**src/rtl/shift_arbiter.sv**
```systemverilog
// Round-robin two-port front end for the shared 32-bit shifter. Variable SLA
// is built from repeated 1-bit SLA passes; results return with the owner ID.
module shift_arbiter #(
    parameter int W = 32
) (
    input  logic         clk,
    input  logic         rst_n,
    input  logic         req0_valid,
    output logic         req0_ready,
    input  logic [1:0]   req0_op,
    input  logic [W-1:0] req0_data,
    input  logic [4:0]   req0_amt,
    input  logic         req1_valid,
    output logic         req1_ready,
    input  logic [1:0]   req1_op,
    input  logic [W-1:0] req1_data,
    input  logic [4:0]   req1_amt,
    output logic         rsp_valid,
    output logic         rsp_id,
    output logic [W-1:0] rsp_data,
    output logic         busy,
    output logic [W-1:0] sh_in,
    output logic [W-1:0] sh_rs2,
    output logic [4:0]   sh_shamt,
    output logic [2:0]   sh_func,
    input  logic [W-1:0] sh_out
);

    typedef enum logic [1:0] {IDLE, EXEC, RESP} state_t;

    state_t         state_q, state_d;
    logic [W-1:0]   acc_q, acc_d;
    logic [4:0]     cnt_q, cnt_d;
    logic           rr_q, rr_d;
    logic [1:0]     op_q, op_d;
    logic           id_q, id_d;
    logic [4:0]     amt_q, amt_d;
    logic           rsp_id_q, rsp_id_d;
    logic [W-1:0]   rsp_data_q, rsp_data_d;

    always_ff @(posedge clk or negedge rst_n) begin
        if (!rst_n) begin
            state_q    <= IDLE;
            acc_q      <= '0;
            cnt_q      <= '0;
            rr_q       <= 1'b0;
            op_q       <= '0;
            id_q       <= 1'b0;
            amt_q      <= '0;
            rsp_id_q   <= 1'b0;
            rsp_data_q <= '0;
        end else begin
            state_q    <= state_d;
            acc_q      <= acc_d;
            cnt_q      <= cnt_d;
            rr_q       <= rr_d;
            op_q       <= op_d;
            id_q       <= id_d;
            amt_q      <= amt_d;
            rsp_id_q   <= rsp_id_d;
            rsp_data_q <= rsp_data_d;
        end
    end

    always_comb begin
        state_d    = state_q;
        acc_d      = acc_q;
        cnt_d      = cnt_q;
        rr_d       = rr_q;
        op_d       = op_q;
        id_d       = id_q;
        amt_d      = amt_q;
        rsp_id_d   = rsp_id_q;
        rsp_data_d = rsp_data_q;
        req0_ready = 1'b0;
        req1_ready = 1'b0;
        sh_func    = 3'b111;
        sh_in      = acc_q;
        sh_shamt   = '0;
        sh_rs2     = '0;

        case (state_q)
            IDLE: begin
                // rr_q breaks ties only; a lone valid is always granted
                if (req0_valid && (!req1_valid || !rr_q)) begin
                    req0_ready = 1'b1;
                    op_d       = req0_op;
                    id_d       = 1'b0;
                    amt_d      = req0_amt;
                    acc_d      = req0_data;
                    cnt_d      = req0_amt;
                    rr_d       = 1'b1;
                    state_d    = EXEC;
                end else if (req1_valid) begin
                    req1_ready = 1'b1;
                    op_d       = req1_op;
                    id_d       = 1'b1;
                    amt_d      = req1_amt;
                    acc_d      = req1_data;
                    cnt_d      = req1_amt;
                    rr_d       = 1'b0;
                    state_d    = EXEC;
                end
            end
            EXEC: begin
                if (op_q != 2'b11) begin
                    sh_func    = {1'b0, op_q};
                    sh_shamt   = amt_q;
                    rsp_data_d = sh_out;
                    rsp_id_d   = id_q;
                    state_d    = RESP;
                end else begin
                    sh_func = 3'b011;
                    sh_rs2  = {{(W-1){1'b0}}, 1'b1};
                    if (cnt_q == 5'd0) begin
                        rsp_data_d = acc_q;
                        rsp_id_d   = id_q;
                        state_d    = RESP;
                    end else begin
                        acc_d = sh_out;
                        cnt_d = cnt_q - 5'd1;
                        if (cnt_q == 5'd1) begin
                            rsp_data_d = sh_out;
                            rsp_id_d   = id_q;
                            state_d    = RESP;
                        end
                    end
                end
            end
            RESP: begin
                state_d = IDLE;
            end
            default: begin
                state_d = IDLE;
            end
        endcase
    end

    assign rsp_valid = (state_q == RESP);
    assign rsp_id    = rsp_id_q;
    assign rsp_data  = rsp_data_q;
    assign busy      = (state_q != IDLE);

endmodule

```
**config.mk**
```make
export PLATFORM = sky130hd
export DESIGN_NAME = shift_arbiter
export DESIGN_NICKNAME = d
export VERILOG_FILES = /design/src/rtl/shift_arbiter.sv
export SDC_FILE = /design/constraint.sdc
export NUM_CORES = 1
export LEC_CHECK = 0
export ABC_AREA = 0
export CELL_PAD_IN_SITES_DETAIL_PLACEMENT = 1
export CELL_PAD_IN_SITES_GLOBAL_PLACEMENT = 1
export CORE_ASPECT_RATIO = 0.5
export CORE_MARGIN = 2
export CORE_UTILIZATION = 33
export CTS_CLUSTER_DIAMETER = 150
export CTS_CLUSTER_SIZE = 16
export DETAILED_ROUTE_END_ITERATION = 10
export PLACE_DENSITY = 0.94
export SLEW_MARGIN = 10
export SYNTH_ARGS = -nofsm -noshare
export SYNTH_HDL_FRONTEND = slang
export SYNTH_SLANG_ARGS = --single-unit
export TNS_END_PERCENT = 5
```
**constraint.sdc**
```tcl
create_clock -name clk -period 3.2 [get_ports clk]
set_input_delay 0.64 -clock clk [delete_from_list [all_inputs] [get_ports clk]]
set_output_delay 0.64 -clock clk [all_outputs]
set_load 0.1 [all_outputs]
```
Word level (Yosys, flattened, before mapping)
Index checks and enable logic that the tools add are counted.
Storage, ports and cells
  register bits after elaboration: 81
  bits of input ports: 114
  output and inout bits: 109
Cells by class
  add/subtract/negate cells: 1
  equality and inequality tests: 8
  mux-type cells: 39
  reductions and logical operators: 14
Operator list (count)
  2-to-1 mux 32 bit: 7
  one-hot mux 32 bit (2 select lines): 1
  2-to-1 mux 5 bit: 6
  2-to-1 mux 2 bit: 8
  2-to-1 mux 1 bit: 14
  one-hot mux 5 bit (2 select lines): 1
  != test 2 bit (second input constant): 3
  AND reduction 2 bit: 3
  nonzero test 2 bit: 3
  == test 5 x 1 -> 1 bit (second input constant): 1
  logical NOT 5 bit: 1
  subtractor 5 x 1 -> 5 bit (second input constant): 1
  != test 4 bit (second input constant): 1
  one-hot mux 2 bit (2 select lines): 1
  AND reduction 4 bit: 1
  2-to-1 mux 3 bit: 1
  != test 3 bit (second input constant): 1
  nonzero test 3 bit: 1
  == test 2 x 1 -> 1 bit (second input constant): 1
  == test 2 bit (second input constant): 1
  logical NOT 1 bit: 2
  logical NOT 2 bit: 1
  logical AND 1 bit: 1
  logical OR 1 bit: 1

Logic depth before layout (Yosys ltp)
Gate-level depths: netlist of run 1.
  depth after elaboration: 5
  depth in mapped cells: 7
  mapped depth without buffers: 6

Worst setup path before layout of run 1
OpenSTA, ideal clock, no wires.
  path kind: in2out
  from: input port req0_valid
  to: output port req0_ready
  data arrival time: 2.487 ns
  data required time: 2.560 ns
  path slack: 0.073 ns
  cell stages on the path: 4
  buffers on the path: 2
  cells stage by stage: a21bo_2 -> buf_2 -> buf_1 -> nor2_1
On the way
  longest elaborated chain between the ends: 3
RTL lines
  start, declared: line 8  | input logic req0_valid,
  logical AND 1 bit: line 85  | if (req0_valid && (!req1_valid || !rr_q)) begin
  2-to-1 mux 1 bit: line 85
  2-to-1 mux 1 bit: line 82  | case (state_q)
  end, declared: line 9  | output logic req0_ready,
No other way between the ends.

Worst setup path after layout of run 1
  from: register state_q[0]
  to: output port sh_func[2]
On the way
  longest elaborated chain between the ends: 2
RTL lines
  start, declared: line 31  | state_t state_q, state_d;
  start signal, assigned: line 53  | state_q <= state_d;
  == test 2 x 1 -> 1 bit: line 82
  2-to-1 mux 3 bit: line 82
  end, declared: line 25  | output logic [2:0] sh_func,
No other way between the ends.

==> flow_metrics.env, run 1 <==
export IMPL_outcome="completed"
export IMPL_hpwl_um=12300
export IMPL_htree_num_levels=3
export IMPL_cp_arrival_ps=2030
export IMPL_ys_seq_area_frac=0.427
export IMPL_start_kind="register"
export IMPL_fin_ws_ps=533
export IMPL_criticalPathCategory="reg2out"
export IMPL_place_ws_ps=429
export IMPL_cp_end_kind="output pin"
export IMPL_synth_area_leaders="dfrtp_1 43%, mux2_2 15%, mux2_4 7.9%, a21oi_1 7.4%, buf_4 5.4%"
export IMPL_timing_fmax_mhz=375
export IMPL_synthArstFlopShare=1.00
export IMPL_stdcell_area_um2=6910
export IMPL_grt_max_degree=82
export IMPL_synth_top_cell_area_share=0.427
export IMPL_synth_largest_area_cell="dfrtp_1"
export IMPL_postRouteAntennaNets=0
export IMPL_slew_violations=0
export IMPL_cts_root_buf="clkbuf_16"
export IMPL_overflow=0
export IMPL_die_width_um=174
export IMPL_fin_crit_ps=2670
export IMPL_multi_input_area_um2=2410
export IMPL_whs_ps=450
export IMPL_drive_gt1_frac=0.317
export IMPL_die_y_um=88.8
export IMPL_gp_routability_congestion=0.790
export IMPL_clkLatencyLatePin_ps=350
export IMPL_cts_tree="yes"
export IMPL_post_cts_buffers=0
export IMPL_vias=4229
export IMPL_nFillCells=1531
export IMPL_grt_pass1_wl_um=27200
export IMPL_rows=30
export IMPL_hold_class="in2async"
export IMPL_rsz0062_at_grt="false"
export IMPL_coreArea_um2=13800
export IMPL_ys_warnings_count=0
export IMPL_setup_viol=0
export IMPL_drt_pass1_iter_count=4
export IMPL_final_hold_viol_count=0
export IMPL_nets=748
export IMPL_area_sequential_um2=2030
export IMPL_cts_resized=0
export IMPL_drt_total_wl_um=18100
export IMPL_drtIter0Drc=203
export IMPL_viasPerCell=5.10
export IMPL_synth_cell_types=43
export IMPL_cts_hold_buf=0
export IMPL_fin_crit_sh=0.833
export IMPL_portBuffers=191
export IMPL_drc=0
export IMPL_synth_area_um2=4750
export IMPL_grt_antenna_before_repair=0
export IMPL_relSlewSlack=0.287
export IMPL_postSynthAreaPerCell_um2=10.6
export IMPL_finalSetupTns_ps=0
export IMPL_initial_core_util=0.344
export IMPL_synth_common_cells="81 x dfrtp_1, 70 x a21oi_1, 62 x mux2_2, 46 x nand2_1, 41 x nor2_1"
export IMPL_cap_violations=0
export IMPL_wl_per_cell_um=21.8
export IMPL_track_usage=0.231
export IMPL_ys_flop_type="dfrtp_1"
export IMPL_fin_skew_ps=6.79
export IMPL_ys_ff_latch=81
export IMPL_synthMostInstantiatedCell="dfrtp_1"
export IMPL_cts_sinks=81
export IMPL_clkTransAtPathRegs_ps=60
export IMPL_cts_buffer_depth=2
export IMPL_tightest_slew_ps=1070
export IMPL_io_pins=223
export IMPL_crit_required_ps=2560
export IMPL_critical_path_peak_fanout=22
export IMPL_synth_edf_count=0
export IMPL_grt_pass1_vias=4605
export IMPL_syn_to_final_growth_pct=45.6
export IMPL_synthCells=449
export IMPL_dieArea_um2=15400
export IMPL_cts_inserted_buffers=9
export IMPL_dpl_cell_area_um2=6610
==> final cells by class <==
type,instances,share of cell area
inverter,4,0.00217
antenna,1,0.000362
timing repair buffer,200,0.278
clock inverter,6,0.00833
sequential,81,0.293
multi-input combinational,336,0.349
tap,192,0.0348
clock buffer,10,0.0346
==> cells in the final DEF (no fill, tap or decap), drive strengths merged, types with 2 or more instances in the layout <==
cell           synthesis  routed
o21ai                  6       6
nor3b                  2       2
mux2i                  4       4
clkinv                 0       4
dfrtp                 81      81
clkdlybuf4s50          0     112
a31oi                  6       6
nor2                  42      42
a32o                   2       2
conb                   1      31
and3                   7       7
buf                   53      88
nand2                 46      46
mux2                  99      99
clkbuf                 5      10
inv                    4       4
nand4                  2       2
nor3                   2       2
a21oi                 70      70
ha                     2       2
nand2b                 4       4
==> through the flow <==
step / instances / util
after floorplan: 479 / -
after global placement: 813 / 0.479
after detailed placement: 813 / 0.479
after CTS: 829 / 0.500
after global routing: 829 / 0.500
final: 830 / 0.500
==> final timing paths <==
check	startpoint	cells past startpoint	slack [ps]	end
max in group asynchronous	rst_n	1	2030	op_q[1]$_DFFE_PN0P_
min in group clk	amt_q[3]$_DFFE_PN0P_	2	500	amt_q[3]$_DFFE_PN0P_
hold reg to reg	amt_q[3]$_DFFE_PN0P_	2	500	amt_q[3]$_DFFE_PN0P_
setup reg to reg	cnt_q[0]$_DFFE_PN0P_	7	720	rsp_data[5]$_DFFE_PN0P_
hold / removal	rst_n	1	450	rsp_data[21]$_DFFE_PN0P_
setup / recovery	state_q[0]$_DFFE_PN0P_	4	530	sh_func[2]
==> routing by layer <==
layer | global-route usage | vias to the layer above | share of wire | wire (um)
met5 | 0 | - | 0 | 0
met3 | 0.0558 | 48 | 0.046 | 834
met2 | 0.439 | 150 | 0.53 | 9640
met4 | 0.102 | 0 | 0.037 | 668
met1 | 0.254 | 2172 | 0.38 | 6920
li1 | - | 1859 | - | -
==> flip-flops by register name, indices dropped and copies added, names as in the netlist <==
name	cells
amt_q	5
cnt_q	5
id_q	1
op_q	2
rr_q	1
rsp_data	32
rsp_id	1
sh_in	32
state_q	2
==> cells by family (layout without fill, tap and decap cells) <==
logic type	after synthesis	after routing	share of synthesized area
compound gates	89	89	0.103
xor+xnor	1	1	0.00185
fa+ha+maj	2	2	0.00527
buf+inv	62	220	0.0939
flops	81	81	0.427
mux	103	103	0.263
other cells	1	32	0.000790
simple gates	110	110	0.105
==> critical path, cell delays in order (launching register included) <==
cell and delay, ps:
dfrtp_1 440, and2b_2 240, inv_2 370, buf_4 400, buf_12 220
Power of run 1 is not shown: default switching activity piles up to over one toggle a cycle in this logic, so the estimate is an artifact.
==> run 2: changes to the inputs <==
Settings changed: CORE_UTILIZATION 33 to 28, PLACE_DENSITY 0.94 to 0.86.
Clock period 3.2 ns to 2.44 ns, I/O delays scaled along.
==> run 2 against run 1 <==
  * Non-clock buffer count grew 9
  * Critical path depth grew 4
  * Via count grew 1.6%
  * Flip-flop and latch count is the same
  * Cell count grew 5.1%
  * Critical endpoint is now rsp_data[11]$_DFFE_PN0P_
  * First-iteration DRC count shrank 21%
  * Worst hold slack lost 350 ps
  * Core utilization shrank 6.8 points
  * Highest routed layer unchanged
  * Die area grew 17%
==> flow_metrics.env, run 2 (synthesis results as in run 1) <==
export IMPL_outcome="completed"
export IMPL_final_common_cell="clkdlybuf4s50_1"
export IMPL_finalSetupTns_ps=0
export IMPL_r2r_start="cnt_q[0]$_DFFE_PN0P_"
export IMPL_portBuffers=191
export IMPL_drt_pass1_iter_count=4
export IMPL_slew_violations=0
export IMPL_nets=757
export IMPL_htree_num_levels=3
export IMPL_relSlewSlack=0.596
export IMPL_cts_buffer_depth=2
export IMPL_fin_ws_ps=71.1
export IMPL_hold_class="in2async"
export IMPL_die_width_um=188
export IMPL_place_ws_ps=66.1
export IMPL_crit_required_ps=2660
export IMPL_rows=33
export IMPL_overflow=0
export IMPL_max_stage_delay_ps=410
export IMPL_worst_path_buf_inv=3
export IMPL_cts_inserted_buffers=9
export IMPL_area_sequential_um2=2030
export IMPL_drive_gt1_frac=0.329
export IMPL_path_cells="inv_1 -> ha_4 -> nor3b_4 -> nor3b_4 -> buf_4 -> buf_12 -> mux2_2 -> mux2_2"
export IMPL_syn_to_final_growth_pct=49.9
export IMPL_tightest_slew_ps=602
export IMPL_r2r_end="rsp_data[11]$_DFFE_PN0P_"
export IMPL_dpl_cell_area_um2=6760
export IMPL_stdcell_area_um2=7110
export IMPL_fin_crit_ps=2370
export IMPL_critical_path_peak_fanout=16
export IMPL_viasPerCell=4.93
export IMPL_postRouteAntennaNets=0
export IMPL_timing_fmax_mhz=422
export IMPL_nFillCells=1810
export IMPL_coreArea_um2=16500
export IMPL_die_y_um=96.1
export IMPL_dieArea_um2=18100
export IMPL_setup_viol=0
export IMPL_mostFrequentLayoutCells="112 x clkdlybuf4s50_1, 81 x dfrtp_1, 79 x buf_4"
export IMPL_criticalPathCategory="reg2reg"
export IMPL_track_usage=0.191
export IMPL_fin_crit_sh=0.971
export IMPL_drtIter0Drc=161
export IMPL_hpwl_um=12800
export IMPL_cp_arrival_ps=2590
export IMPL_clkLatencyLatePin_ps=340
export IMPL_antenna_cells=0
export IMPL_fin_skew_ps=4.66
export IMPL_cts_tree="yes"
export IMPL_cp_top_family="multiplexers"
export IMPL_start_kind="register"
export IMPL_multi_input_area_um2=2430
export IMPL_gp_routability_congestion=0.812
export IMPL_cts_hold_buf=0
export IMPL_cp_end_kind="register"
export IMPL_grt_pass1_wl_um=26300
export IMPL_io_pins=223
export IMPL_critical_path_slowest_cell="dfrtp_1"
export IMPL_cts_sinks=81
export IMPL_cap_violations=0
export IMPL_grt_antenna_before_repair=0
export IMPL_reg2reg_slack_ps=70
export IMPL_wl_per_cell_um=21.6
export IMPL_r2r_cells=8
export IMPL_final_hold_viol_count=0
export IMPL_whs_ps=104
export IMPL_vias=4298
export IMPL_grt_pass1_vias=4596
export IMPL_drc=0
export IMPL_clkTransAtPathRegs_ps=60
export IMPL_drt_total_wl_um=18900
export IMPL_initial_core_util=0.288
export IMPL_cts_root_buf="clkbuf_16"
export IMPL_grt_max_degree=48
## run 2: cell types whose count changed in the layout (fill, tap and decap cells not counted), sizes merged
cell | before | now
buf | 88 | 96
clkbuf | 10 | 14
diode | 1 | 0
clkinv | 4 | 1
bufinv | 1 | 0
## run 2: per-stage QoR
stage / util / cells
global route: 0.432 / 872
detailed placement: 0.410 / 853
global placement: 0.410 / 853
finish: 0.432 / 872
CTS: 0.427 / 868
floorplan: - / 479
## run 2: area by class of cell
cell class / instances / share of cell area
clock inverter: 2 / 0.00176
tap: 227 / 0.0399
inverter: 4 / 0.00211
timing repair buffer: 209 / 0.291
clock buffer: 13 / 0.0380
sequential: 81 / 0.285
multi-input combinational: 336 / 0.342
## run 2: worst max-delay path by stage
stage,from,cells after the start,slack (ps),end
finish,cnt_q[0]$_DFFE_PN0P_,8,70,rsp_data[11]$_DFFE_PN0P_
global route,cnt_q[0]$_DFFE_PN0P_,8,-9,rsp_data[11]$_DFFE_PN0P_
global placement,cnt_q[0]$_DFFE_PN0P_,7,170,rsp_data[25]$_DFFE_PN0P_
CTS,cnt_q[0]$_DFFE_PN0P_,7,60,rsp_data[25]$_DFFE_PN0P_
floorplan,state_q[0]$_DFFE_PN0P_,3,-30,req0_ready
detailed placement,req1_valid,7,70,sh_in[20]$_DFFE_PN0P_
## run 2: routing by layer
metal | vias up | share of wire | global-route usage
met5 | - | 0 | 0
met1 | 2243 | 0.37 | 0.204
met3 | 49 | 0.034 | 0.0390
met4 | 0 | 0.034 | 0.0899
li1 | 1873 | - | -
met2 | 133 | 0.56 | 0.369
## run 2: what timing repair did
action                                  in CTS  in global routing
buffers inserted                             0                  2
endpoints found under the setup margin       0                 32
resized for setup                            0                  3
Power of run 2 is left out for the same reason.
